## config.mk

```make
export PLATFORM = sky130hd
export DESIGN_NAME = round_controller
export DESIGN_NICKNAME = d
export VERILOG_FILES = /design/src/rtl/fighter_pkg.sv /design/src/rtl/round_timer.sv /design/src/rtl/round_controller.sv
export SDC_FILE = /design/constraint.sdc
export NUM_CORES = 1
export LEC_CHECK = 0
export BUFFER_PORTS_ARGS = -buffer_cell sky130_fd_sc_hd__buf_2
export CORE_MARGIN = 2
export CORE_UTILIZATION = 50
export DETAILED_ROUTE_END_ITERATION = 6
export GPL_TIMING_DRIVEN = 0
export HOLD_SLACK_MARGIN = 0.05
export MAX_ROUTING_LAYER = met4
export PLACE_DENSITY_LB_ADDON = 0.05
export SYNTH_ARGS = -nofsm -noshare
export SYNTH_HDL_FRONTEND = slang
export SYNTH_SLANG_ARGS = --single-unit
```

## constraint.sdc

```tcl
create_clock -name frame_clk -period 2.18 [get_ports frame_clk]
set_clock_uncertainty 0.1 [all_clocks]
set_input_delay 0.327 -clock frame_clk [delete_from_list [all_inputs] [get_ports frame_clk]]
set_output_delay 0.327 -clock frame_clk [all_outputs]
set_load 0.02 [all_outputs]
```

## src/rtl/fighter_pkg.sv

```systemverilog
// rtl/fighter_pkg.sv - shared match-sequencer types and constants
package fighter_pkg;

  typedef enum logic [2:0] {
    IDLE       = 3'd0,
    INTRO      = 3'd1,
    FIGHT      = 3'd2,
    ROUND_OVER = 3'd3,
    MATCH_OVER = 3'd4
  } game_state_t;

  typedef enum logic [1:0] {
    NONE  = 2'b00,
    RYU   = 2'b01,
    AKUMA = 2'b10,
    DRAW  = 2'b11
  } winner_t;

  localparam logic [7:0] HEALTH_FULL = 8'd100;
  localparam logic [1:0] TALLY_MAX   = 2'd3;

  // Larger value wins; used for both health at time-out and win tallies.
  function automatic winner_t higher(input logic [7:0] ryu, input logic [7:0] akuma);
    if (ryu > akuma)      return RYU;
    else if (akuma > ryu) return AKUMA;
    else                  return DRAW;
  endfunction

endpackage

```

## src/rtl/round_timer.sv

```systemverilog
// rtl/round_timer.sv - frame counter plus round seconds down-counter
module round_timer #(
  parameter int FRAMES_PER_SEC = 60,
  parameter int ROUND_SECS     = 99
) (
  input  logic       clk,
  input  logic       reset,
  input  logic       load,
  input  logic       enable,
  output logic [6:0] secs,
  output logic       expire
);

  localparam int FW = $clog2(FRAMES_PER_SEC + 1);

  logic [FW-1:0] frame_cnt;
  logic          wrap;

  assign wrap   = (frame_cnt == FW'(FRAMES_PER_SEC - 1));
  // Combinational so the controller leaves FIGHT on the edge that zeroes secs.
  assign expire = enable && wrap && (secs == 7'd1);

  always_ff @(posedge clk) begin
    if (reset || load) begin
      frame_cnt <= '0;
      secs      <= 7'(ROUND_SECS);
    end else if (enable) begin
      if (wrap) begin
        frame_cnt <= '0;
        if (secs != 7'd0) secs <= secs - 7'd1;
      end else begin
        frame_cnt <= frame_cnt + FW'(1);
      end
    end
  end

endmodule

```

## src/rtl/round_controller.sv

```systemverilog
// rtl/round_controller.sv - match sequencer: phases, round timer, tallies, winners
module round_controller
  import fighter_pkg::*;
#(
  parameter int FRAMES_PER_SEC = 60,
  parameter int ROUND_SECS     = 99,
  parameter int INTRO_FRAMES   = 120,
  parameter int OVER_FRAMES    = 180,
  parameter int WINS_TO_MATCH  = 2,
  parameter int MAX_ROUNDS     = 5
) (
  input  logic        frame_clk,
  input  logic        Reset,
  input  logic        start_key,
  input  logic [7:0]  ryu_health,
  input  logic [7:0]  akuma_health,
  output logic        fight_en,
  output logic        health_rst,
  output game_state_t game_state,
  output logic [6:0]  timer_secs,
  output logic [2:0]  round_num,
  output logic [1:0]  ryu_wins,
  output logic [1:0]  akuma_wins,
  output winner_t     round_winner,
  output winner_t     match_winner
);

  localparam int HOLD_W = 16;

  game_state_t       state_n;
  winner_t           win_n;
  logic              round_end, enter_intro, expire, start_q, start_evt;
  logic [HOLD_W-1:0] hold_cnt;

  assign start_evt = start_key && !start_q;

  round_timer #(
    .FRAMES_PER_SEC(FRAMES_PER_SEC),
    .ROUND_SECS    (ROUND_SECS)
  ) u_timer (
    .clk   (frame_clk),
    .reset (Reset),
    .load  (enter_intro),
    .enable(game_state == FIGHT),
    .secs  (timer_secs),
    .expire(expire)
  );

  always_comb begin
    state_n   = game_state;
    win_n     = NONE;
    round_end = 1'b0;
    case (game_state)
      IDLE:  if (start_evt) state_n = INTRO;
      INTRO: if (hold_cnt == HOLD_W'(INTRO_FRAMES - 1)) state_n = FIGHT;
      FIGHT: begin
        // KO outranks a time-out landing on the same cycle.
        if (ryu_health == 8'd0 && akuma_health == 8'd0) win_n = DRAW;
        else if (akuma_health == 8'd0)                  win_n = RYU;
        else if (ryu_health == 8'd0)                    win_n = AKUMA;
        else if (expire)                                win_n = higher(ryu_health, akuma_health);
        round_end = (win_n != NONE);
        if (round_end) state_n = ROUND_OVER;
      end
      ROUND_OVER: begin
        if (hold_cnt == HOLD_W'(OVER_FRAMES - 1)) begin
          if (ryu_wins == 2'(WINS_TO_MATCH) || akuma_wins == 2'(WINS_TO_MATCH) ||
              round_num == 3'(MAX_ROUNDS))
            state_n = MATCH_OVER;
          else
            state_n = INTRO;
        end
      end
      MATCH_OVER: if (start_evt) state_n = IDLE;
      default:    state_n = IDLE;
    endcase
    enter_intro = (state_n == INTRO) && (game_state != INTRO);
  end

  always_ff @(posedge frame_clk) begin
    if (Reset) begin
      game_state   <= IDLE;
      start_q      <= 1'b1;
      hold_cnt     <= '0;
      fight_en     <= 1'b0;
      health_rst   <= 1'b0;
      round_num    <= 3'd0;
      ryu_wins     <= 2'd0;
      akuma_wins   <= 2'd0;
      round_winner <= NONE;
      match_winner <= NONE;
    end else begin
      game_state <= state_n;
      start_q    <= start_key;
      fight_en   <= (state_n == FIGHT);
      health_rst <= enter_intro;
      if (state_n != game_state)
        hold_cnt <= '0;
      else if (game_state == INTRO || game_state == ROUND_OVER)
        hold_cnt <= hold_cnt + HOLD_W'(1);
      if (enter_intro) round_num <= round_num + 3'd1;
      if (round_end) begin
        round_winner <= win_n;
        if (win_n == RYU && ryu_wins != TALLY_MAX)     ryu_wins   <= ryu_wins + 2'd1;
        if (win_n == AKUMA && akuma_wins != TALLY_MAX) akuma_wins <= akuma_wins + 2'd1;
      end
      if (game_state == ROUND_OVER && state_n == MATCH_OVER)
        match_winner <= higher({6'd0, ryu_wins}, {6'd0, akuma_wins});
      if (game_state == MATCH_OVER && state_n == IDLE) begin
        round_num    <= 3'd0;
        ryu_wins     <= 2'd0;
        akuma_wins   <= 2'd0;
        round_winner <= NONE;
        match_winner <= NONE;
      end
    end
  end

endmodule

```

==> impl_metrics.env, run 1 <==
export IMPL_die_w_um=77.7
export IMPL_synth_area_sq_mm=0.00272
export IMPL_antenna_found_initial=0
export IMPL_wl_per_cell_um=13.3
export IMPL_peakVddDrop_mv=0.257
export IMPL_rr_endpoint="ryu_wins[0]"
export IMPL_yosys_area_top_type="dfxtp_1"
export IMPL_post_dp_hpwl_um=4160
export IMPL_rrSetupSlack_ps=40
export IMPL_die_h_um=77.7
export IMPL_synth_area_leaders="dfxtp_1, ha_1, xnor2_1"
export IMPL_final_hold_viol_count=0
export IMPL_worstHoldPathCells=2
export IMPL_drive_above_1_share_pct=30.4
export IMPL_postCtsHoldBufs=0
export IMPL_vias_per_cell=5.31
export IMPL_ant_nets=0
export IMPL_netlist_instances=320
export IMPL_vias=2379
export IMPL_worstPathMaxFanout=6
export IMPL_layout_nets=417
export IMPL_cap_violations=0
export IMPL_crit_slowest_cell="or4b_4"
export IMPL_clock_path_buffers=2
export IMPL_syn_to_final_growth_pct=25.3
export IMPL_power_density_mw_per_mm2=516
export IMPL_grt_pass1_vias=2275
export IMPL_root_buffer="clkbuf_8"
export IMPL_cts_tree="built"
export IMPL_holdPathEnd="start_q"
export IMPL_max_freq_ghz=0.467
export IMPL_async_flop_share_pct=0
export IMPL_synth_ff_latch_count=46
export IMPL_reg2regPathDepth=6
export IMPL_coreArea_sq_mm=0.00517
export IMPL_num_antenna_cells=0
export IMPL_clkTransAtPathRegs_ps=90
export IMPL_critPathLaunchType="flop"
export IMPL_crit_chain="ha_4 -> and4bb_2 -> nand4_1 -> or4b_4 -> a211oi_4 -> mux2i_1"
export IMPL_ys_seq_area_share_pct=33.9
export IMPL_fillers=438
export IMPL_grt_usage_pct=21.0
export IMPL_crit_type="flop to flop"
export IMPL_dr_pass1_iters=4
export IMPL_drv_slew=0
export IMPL_grt_ovfl_total=0
export IMPL_drt_wl_total_um=5980
export IMPL_status="finished, final reports clean"
export IMPL_synth_top_area_share_pct=33.9
export IMPL_cts_sinks=46
export IMPL_period_needed_ps=2140
export IMPL_period_share_pct=98.3
export IMPL_synth_area_per_cell_sq_um=8.49
export IMPL_max_slew_margin_pct=63.1
export IMPL_yosysMostFrequentCell="dfxtp_1"
export IMPL_rows=26
export IMPL_cts_htree_levels=2
export IMPL_synth_main_ff_cell="dfxtp_1"
export IMPL_setup_viol=0
export IMPL_start_util_pct=52.5
export IMPL_grt_pass1_wl_um=10000
export IMPL_p_leak_nw=1.40
export IMPL_hold_path_startpoint="start_key"
export IMPL_grt_use_met1_pct=26.6
export IMPL_busiest_layer="met2"
export IMPL_finalSetupTns_ps=0
export IMPL_worstSkewPairLatency_ps=300
export IMPL_r2r_start="u_timer.frame_cnt[0]"
export IMPL_use_met2_pct=34.0
export IMPL_cts_buffers=5
export IMPL_drc=0
export IMPL_yosysUniqueCellTypes=55
export IMPL_dieArea_sq_mm=0.00604
export IMPL_syn_nets=360
export IMPL_ys_top_cells_by_count="dfxtp_1, nand2_1, nor2_1"
export IMPL_worstMarginPinSlew_ps=550
export IMPL_use_met3_pct=3.60
export IMPL_hold_worst_slack_ps=129
export IMPL_portBuffers=40
export IMPL_grt_max_degree=16
export IMPL_ios=42
export IMPL_drtIter0Drc=118
export IMPL_synth_edf_count=0
export IMPL_rsz0062_at_grt="yes"
export IMPL_ys_warn_count=0
export IMPL_crit_path_end_kind="flop"
export IMPL_gp_congestion=0.823
export IMPL_holdCritPathClass="primary input to flop"
export IMPL_crit_arrival_ps=2280
export IMPL_crit_required_ps=2310
export IMPL_cpPeakStageDelay_ps=590
flip-flops by register name (all words and copies together) (netlist names):
name and flops:
hold_cnt 16, game_state 3, ryu_wins 2, round_num 3
u_timer.frame_cnt 6, fight_en 1, health_rst 1, start_q 1
akuma_wins 2, u_timer.secs 7, round_winner 2, match_winner 2
logic make-up (layout without fill, tap and decap cells):
family	after synthesis	after routing	synth area share, %
simple gates	151	151	30.9
compound gates	41	41	10.4
fa+ha+maj	21	21	9.67
mux	6	6	2.21
xor+xnor	25	25	8.06
buf+inv	30	88	4.84
flops	46	46	33.9
worst max-delay path by stage:
stage,slack [ps],from,to
2_1_floorplan,-30,akuma_health[1],ryu_wins[0]
4_1_cts,2,u_timer.secs[3],ryu_wins[0]
3_3_place_gp,-350,u_timer.frame_cnt[0],hold_cnt[8]
3_5_place_dp,-400,u_timer.frame_cnt[0],hold_cnt[8]
6_report,40,u_timer.frame_cnt[0],ryu_wins[0]
5_1_grt,-70,u_timer.frame_cnt[0],ryu_wins[0]
timing repair:
item                       in CTS  in global routing
pin swaps                       8                  5
setup endpoints to repair      37                 36
buffers inserted                8                  5
cloned                          0                  0
gates resized for setup        20                 30
hold endpoints to repair        0                  0
layer usage:
metal | routed length, um | up-vias
met5 | 0 | -
met4 | 40 | 0
met3 | 151 | 4
met2 | 2910 | 38
met1 | 2880 | 1100
li1 | - | 1237
report_power, final:
| part | switching (mW) | total (mW) | internal (mW) |
|---|---|---|---|
| Sequential | 0.0193 | 0.876 | 0.857 |
| Clock | 0.305 | 0.649 | 0.344 |
| Combinational | 0.134 | 0.231 | 0.0975 |
worst max-delay path: cells and delay by family, from the launching register on:
kind	cells	cell delay (ps)
compound gates	1	280
fa+ha+maj	1	140
flops	1	360
mux	1	200
simple gates	3	1000
cell usage in the layout, fill, tap and decap left out, types with 4 or more instances in the layout:
cell / instances
buf_4: 14
a21oi_1: 15
xor2_1: 8
dfxtp_1: 34
nor3_2: 4
ha_1: 18
nand4_1: 11
clkbuf_8: 5
inv_1: 17
buf_2: 41
nand3_1: 7
nor2b_1: 4
nand2_1: 37
dfxtp_2: 11
and2_1: 5
nor2_1: 24
o211ai_1: 4
mux2i_1: 6
nor3_1: 18
xnor2_1: 17
per-stage QoR:
| stage | setup slack (ps) | util [%] | std cells | cell area, sq um | power (mW) |
|---|---|---|---|---|---|
| floorplan | -27.5 | - | 320 | 2750 | 1.03 |
| global placement | -347 | 58.8 | 430 | 3040 | 1.10 |
| detailed placement | -395 | 58.8 | 430 | 3040 | 1.10 |
| CTS | 1.85 | 63.5 | 444 | 3280 | 1.76 |
| global route | -68.5 | 65.8 | 448 | 3400 | 1.84 |
| finish | 37.7 | 65.8 | 448 | 3400 | 1.76 |
cell type report:
| type | count | area (sq um) | area share, % |
|---|---|---|---|
| Tap cell | 70 | 87.6 | 2.57 |
| Sequential cell | 46 | 938 | 27.6 |
| Inverter | 18 | 72.6 | 2.13 |
| Multi-Input combinational cell | 244 | 1840 | 54.0 |
| Buffer | 9 | 52.6 | 1.54 |
| Clock buffer | 5 | 68.8 | 2.02 |
| Timing Repair Buffer | 53 | 302 | 8.86 |
| Clock inverter | 3 | 43.8 | 1.29 |
Note: power is estimated with default switching activity, not from simulation.
==> run 2: changes to the inputs <==
--- a/config.mk
+++ b/config.mk
@@ -5,14 +5,15 @@
 export SDC_FILE = /design/constraint.sdc
 export NUM_CORES = 1
 export LEC_CHECK = 0
-export BUFFER_PORTS_ARGS = -buffer_cell sky130_fd_sc_hd__buf_2
 export CORE_MARGIN = 2
 export CORE_UTILIZATION = 50
 export DETAILED_ROUTE_END_ITERATION = 6
+export DONT_BUFFER_PORTS = 1
 export GPL_TIMING_DRIVEN = 0
 export HOLD_SLACK_MARGIN = 0.05
 export MAX_ROUTING_LAYER = met4
-export PLACE_DENSITY_LB_ADDON = 0.05
+export PLACE_DENSITY = 0.68
+export SLEW_MARGIN = 20
 export SYNTH_ARGS = -nofsm -noshare
 export SYNTH_HDL_FRONTEND = slang
 export SYNTH_SLANG_ARGS = --single-unit
==> impl_metrics.env, run 2 (synthesized netlist as in run 1, its figures left out) <==
export IMPL_instances_no_fill=408
export IMPL_largest_reg_flops=16
export IMPL_grt_pass1_vias=2163
export IMPL_worst_slack_ps=-130
export IMPL_crit_required_ps=2300
export IMPL_drc=0
export IMPL_max_slew_margin_pct=66.2
export IMPL_ios=42
export IMPL_vias=2294
export IMPL_post_place_cells=390
export IMPL_max_freq_ghz=0.433
export IMPL_rows=26
export IMPL_drive_above_1_share_pct=22.5
export IMPL_layout_common_cells="nand2_1, dfxtp_1, nor2_1"
export IMPL_final_hold_viol_count=0
export IMPL_p_leak_nw=1.21
export IMPL_syn_to_final_growth_pct=17.0
export IMPL_clock_path_buffers=2
export IMPL_busiest_layer="met2"
export IMPL_holdCritPathClass="primary input to flop"
export IMPL_cts_buffers=5
export IMPL_grt_usage_pct=20.3
export IMPL_cts_sinks=46
export IMPL_crit_type="flop to flop"
export IMPL_worstPathMaxFanout=9
export IMPL_drv_slew=0
export IMPL_crit_arrival_ps=2430
export IMPL_status="finished with violations"
export IMPL_reg_top3="hold_cnt x16, u_timer.secs x7, u_timer.frame_cnt x6"
export IMPL_rsz0062_at_grt="yes"
export IMPL_peakVddDrop_mv=0.442
export IMPL_drtIter0Drc=92
export IMPL_period_share_pct=106
export IMPL_dr_pass1_iters=5
export IMPL_die_h_um=77.7
export IMPL_gp_congestion=0.817
export IMPL_cts_tree="built"
export IMPL_layout_commonest_cell="nand2_1"
export IMPL_cap_violations=0
export IMPL_worstSkewPairLatency_ps=300
export IMPL_largest_register="hold_cnt"
export IMPL_die_w_um=77.7
export IMPL_period_needed_ps=2310
export IMPL_dieArea_sq_mm=0.00604
export IMPL_post_dp_hpwl_um=4030
export IMPL_layout_nets=377
export IMPL_cpPeakStageDelay_ps=490
export IMPL_antenna_found_initial=0
export IMPL_drt_wl_total_um=5760
export IMPL_grt_use_met1_pct=25.2
export IMPL_critPathLaunchType="flop"
export IMPL_clkTransAtPathRegs_ps=90
export IMPL_crit_slowest_cell="nor4bb_1"
export IMPL_crit_chain="nor4bb_1 -> nor2_1 -> o31ai_4 -> a21oi_4 -> or2_1 -> buf_2 -> nor3_1"
export IMPL_grt_max_degree=15
export IMPL_grt_pass1_wl_um=9630
export IMPL_coreArea_sq_mm=0.00517
export IMPL_use_met2_pct=32.1
export IMPL_use_met3_pct=4.77
export IMPL_start_util_pct=52.5
export IMPL_dp_slack_ps=-338
export IMPL_portBuffers=0
export IMPL_grt_ovfl_total=0
export IMPL_ant_nets=0
export IMPL_power_density_mw_per_mm2=543
export IMPL_vias_per_cell=5.62
export IMPL_cts_htree_levels=2
export IMPL_wl_per_cell_um=14.1
export IMPL_violations="setup timing"
export IMPL_worstMarginPinSlew_ps=505
export IMPL_finalSetupTns_ps=-734
export IMPL_crit_path_end_kind="flop"
export IMPL_root_buffer="clkbuf_8"
export IMPL_setup_viol=13
export IMPL_num_antenna_cells=0
==> run 2: where the power goes <==
part | switching, mW | internal [mW]
registers | 0.0331 | 0.855
logic | 0.113 | 0.0900
clock network | 0.296 | 0.338
==> run 2: stage by stage <==
| stage | instance area [sq um] | total power, mW | util (%) | hold WS [ps] |
|---|---|---|---|---|
| global placement | 2840 | 1.07 | 54.9 | 335 |
| detailed placement | 2840 | 1.07 | 54.9 | 340 |
| floorplan | 2750 | 1.03 | - | 334 |
| finish | 3180 | 1.73 | 61.4 | 335 |
| global route | 3180 | 1.80 | 61.4 | 380 |
| CTS | 3120 | 1.73 | 60.3 | 320 |
==> run 2: what timing repair did <==
action	CTS	global route
setup buffers	8	2
hold endpoints to repair	1	0
gates resized for setup	30	18
hold buffers	1	0
setup endpoints to repair	40	39
pin swaps	7	6
==> run 2: layer usage <==
layer  routed length (um)  vias to the layer above
li1                     -                     1161
met1                 2690                     1082
met2                 2720                       43
met3                  269                        8
met4                   81                        0
met5                    0                        -
==> run 2: final cells by class <==
type	instances	area, sq um
Tap cell	70	87.6
Clock buffer	5	68.8
Multi-Input combinational cell	244	1790
Fill cell	458	1990
Inverter	18	72.6
Timing Repair Buffer	11	85.1
Sequential cell	46	952
Clock inverter	3	40.0
Buffer	11	80.1
==> run 2: path summary, 6_finish.rpt <==
path | from | end | slack, ps | depth (start not counted)
worst max-delay path | hold_cnt[2] | u_timer.frame_cnt[1] | -130 | 7
worst min-delay path | Reset | game_state[0] | 330 | 2
worst max register to register | hold_cnt[2] | u_timer.frame_cnt[1] | -130 | 7
worst min register to register | u_timer.frame_cnt[4] | u_timer.frame_cnt[4] | 420 | 2
==> run 2: worst max-delay path, delay by kind of cell (launching register included) <==
kind            cells  cell delay, ps
flops               1             470
buf+inv             1             180
compound gates      2             430
simple gates        4            1040
==> run 3: changes to the inputs <==
--- a/config.mk
+++ b/config.mk
@@ -7,12 +7,13 @@
 export LEC_CHECK = 0
 export CORE_MARGIN = 2
 export CORE_UTILIZATION = 50
+export CTS_BUF_LIST = sky130_fd_sc_hd__clkbuf_2 sky130_fd_sc_hd__clkbuf_4 sky130_fd_sc_hd__clkbuf_8
 export DETAILED_ROUTE_END_ITERATION = 6
 export DONT_BUFFER_PORTS = 1
 export GPL_TIMING_DRIVEN = 0
 export HOLD_SLACK_MARGIN = 0.05
 export MAX_ROUTING_LAYER = met4
-export PLACE_DENSITY = 0.68
+export PLACE_DENSITY = 0.77
 export SLEW_MARGIN = 20
 export SYNTH_ARGS = -nofsm -noshare
 export SYNTH_HDL_FRONTEND = slang
==> impl_metrics.env, run 3 (synthesized netlist as in run 1, its figures left out) <==
export IMPL_p_switching_mw=0.431
export IMPL_period_share_pct=102
export IMPL_wl_per_cell_um=15.0
export IMPL_use_met2_pct=33.6
export IMPL_coreArea_sq_mm=0.00517
export IMPL_layout_commonest_cell="nand2_1"
export IMPL_p_leak_nw=1.25
export IMPL_start_util_pct=52.5
export IMPL_use_met3_pct=3.84
export IMPL_die_w_um=77.7
export IMPL_worstMarginPinSlew_ps=496
export IMPL_critPathBufInv=3
export IMPL_peakVddDrop_mv=0.254
export IMPL_rr_endpoint="hold_cnt[1]"
export IMPL_dieArea_sq_mm=0.00604
export IMPL_cpMostUsedCell="buf_6"
export IMPL_crit_arrival_ps=2300
export IMPL_cts_buffers=5
export IMPL_drc=0
export IMPL_holdCritPathClass="primary input to flop"
export IMPL_worst_slack_ps=-43.7
export IMPL_violations="setup timing"
export IMPL_p_int_mw=1.18
export IMPL_vias=2383
export IMPL_portBuffers=0
export IMPL_cts_sinks=46
export IMPL_largest_register="hold_cnt"
export IMPL_setup_viol=18
export IMPL_vias_per_cell=5.76
export IMPL_busiest_layer="met2"
export IMPL_clock_path_buffers=2
export IMPL_post_dp_hpwl_um=4140
export IMPL_dr_pass1_iters=4
export IMPL_grt_usage_pct=20.8
export IMPL_final_area_sq_mm=0.00331
export IMPL_seqPwrFrac_pct=55.3
export IMPL_cap_violations=0
export IMPL_gp_congestion=0.845
export IMPL_grt_pass1_wl_um=10100
export IMPL_rrSetupSlack_ps=-40
export IMPL_worstHoldPathCells=2
export IMPL_p_comb_share_pct=14.2
export IMPL_dp_slack_ps=-389
export IMPL_rows=26
export IMPL_cts_tree="built"
export IMPL_power_density_mw_per_mm2=486
export IMPL_fin_util_pct=63.9
export IMPL_drive_above_1_share_pct=27.6
export IMPL_worstSkewPairLatency_ps=300
export IMPL_crit_path_end_kind="flop"
export IMPL_reg2regPathDepth=9
export IMPL_worstPathMaxFanout=6
export IMPL_crit_slowest_cell="dfxtp_4"
export IMPL_power_share_clock_pct=30.5
export IMPL_drtIter0Drc=84
export IMPL_syn_to_final_growth_pct=21.7
export IMPL_largest_reg_flops=16
export IMPL_ios=42
export IMPL_grt_max_degree=14
export IMPL_post_dp_cell_area_sq_mm=0.00284
export IMPL_r2r_start="game_state[0]"
export IMPL_rsz0062_at_grt="yes"
export IMPL_layout_nets=384
export IMPL_power_mw=1.61
export IMPL_power_switching_share_pct=26.8
export IMPL_reg_top3="hold_cnt x16, u_timer.secs x7, u_timer.frame_cnt x6"
export IMPL_final_hold_viol_count=0
export IMPL_drv_slew=0
export IMPL_grt_use_met1_pct=26.4
export IMPL_antenna_found_initial=0
export IMPL_critPathLaunchType="flop"
export IMPL_post_place_cells=390
export IMPL_hold_path_startpoint="Reset"
export IMPL_instances_no_fill=414
export IMPL_clkTransAtPathRegs_ps=90
export IMPL_crit_chain="buf_6 -> and4bb_2 -> nand4_1 -> buf_4 -> o21ai_4 -> o211ai_1 -> a21oi_2 -> buf_6 -> nor4b_2"
export IMPL_cpPeakStageDelay_ps=380
export IMPL_holdPathEnd="game_state[2]"
export IMPL_max_freq_ghz=0.450
export IMPL_die_h_um=77.7
export IMPL_layout_common_cells="nand2_1, dfxtp_1, nor2_1"
export IMPL_drt_wl_total_um=6190
export IMPL_grt_ovfl_total=0
export IMPL_ant_nets=0
export IMPL_crit_type="flop to flop"
export IMPL_cts_htree_levels=2
export IMPL_num_antenna_cells=0
export IMPL_status="finished with violations"
export IMPL_max_slew_margin_pct=66.8
export IMPL_crit_required_ps=2250
export IMPL_grt_pass1_vias=2278
export IMPL_period_needed_ps=2220
export IMPL_cpLargestDelayFamily="compound AO/OA/AOI/OAI gates"
export IMPL_root_buffer="clkbuf_8"
[run 3: worst register-to-register path: cells and delay by family (launching register included)]
kind | cells | cell delay, ps
buffers and inverters | 3 | 470
DFF | 1 | 380
AOI/OAI and AO/OA | 3 | 670
and+or+nand+nor | 3 | 490
[run 3: what timing repair did]
action                                  in CTS  in global routing
endpoints found under the hold margin        1                  0
pin swaps                                    8                 17
endpoints found under the setup margin      41                 40
cloned                                       0                  1
buffers inserted                            12                  4
hold buffers                                 1                  0
gates resized for setup                     27                 46
[run 3: metrics by stage]
stage               hold WS [ps]  TNS (ps)
floorplan                    334      -148
detailed placement           341     -8710
global placement             335     -7470
finish                       335      -487
CTS                          341      -107
global route                 335     -2670
[run 3: power groups by stage]
stage / combinational [mW] / clock (mW) / sequential, mW
2_1_floorplan: 0.130 / 0 / 0.904
3_3_place_gp: 0.159 / 0 / 0.906
3_5_place_dp: 0.162 / 0 / 0.908
4_1_cts: 0.193 / 0.501 / 0.890
5_1_grt: 0.256 / 0.534 / 0.892
6_report: 0.228 / 0.490 / 0.888
[run 3: layout make-up]
class | count | area, sq um
fill | 379 | 1870
buffer | 11 | 88.8
clock inverter | 2 | 10.0
multi-input combinational | 244 | 1880
sequential | 46 | 955
clock buffer | 5 | 68.8
inverter | 18 | 72.6
timing repair buffer | 18 | 145
tap | 70 | 87.6
[run 3: worst max-delay path by stage]
stage,from,to,slack (ps),cells past startpoint
after floorplan,akuma_health[1],ryu_wins[0],-30,8
after global placement,game_state[0],hold_cnt[8],-340,8
after detailed placement,game_state[0],hold_cnt[9],-390,8
after CTS,game_state[0],ryu_wins[0],-50,7
after global routing,game_state[1],hold_cnt[1],-150,8
final,game_state[0],hold_cnt[1],-40,9
[run 3: routing by layer]
metal  vias up  wire length, um
met5         -                0
met4         0               58
met3         4              294
met2        60             3090
met1      1138             2750
li1       1181                -
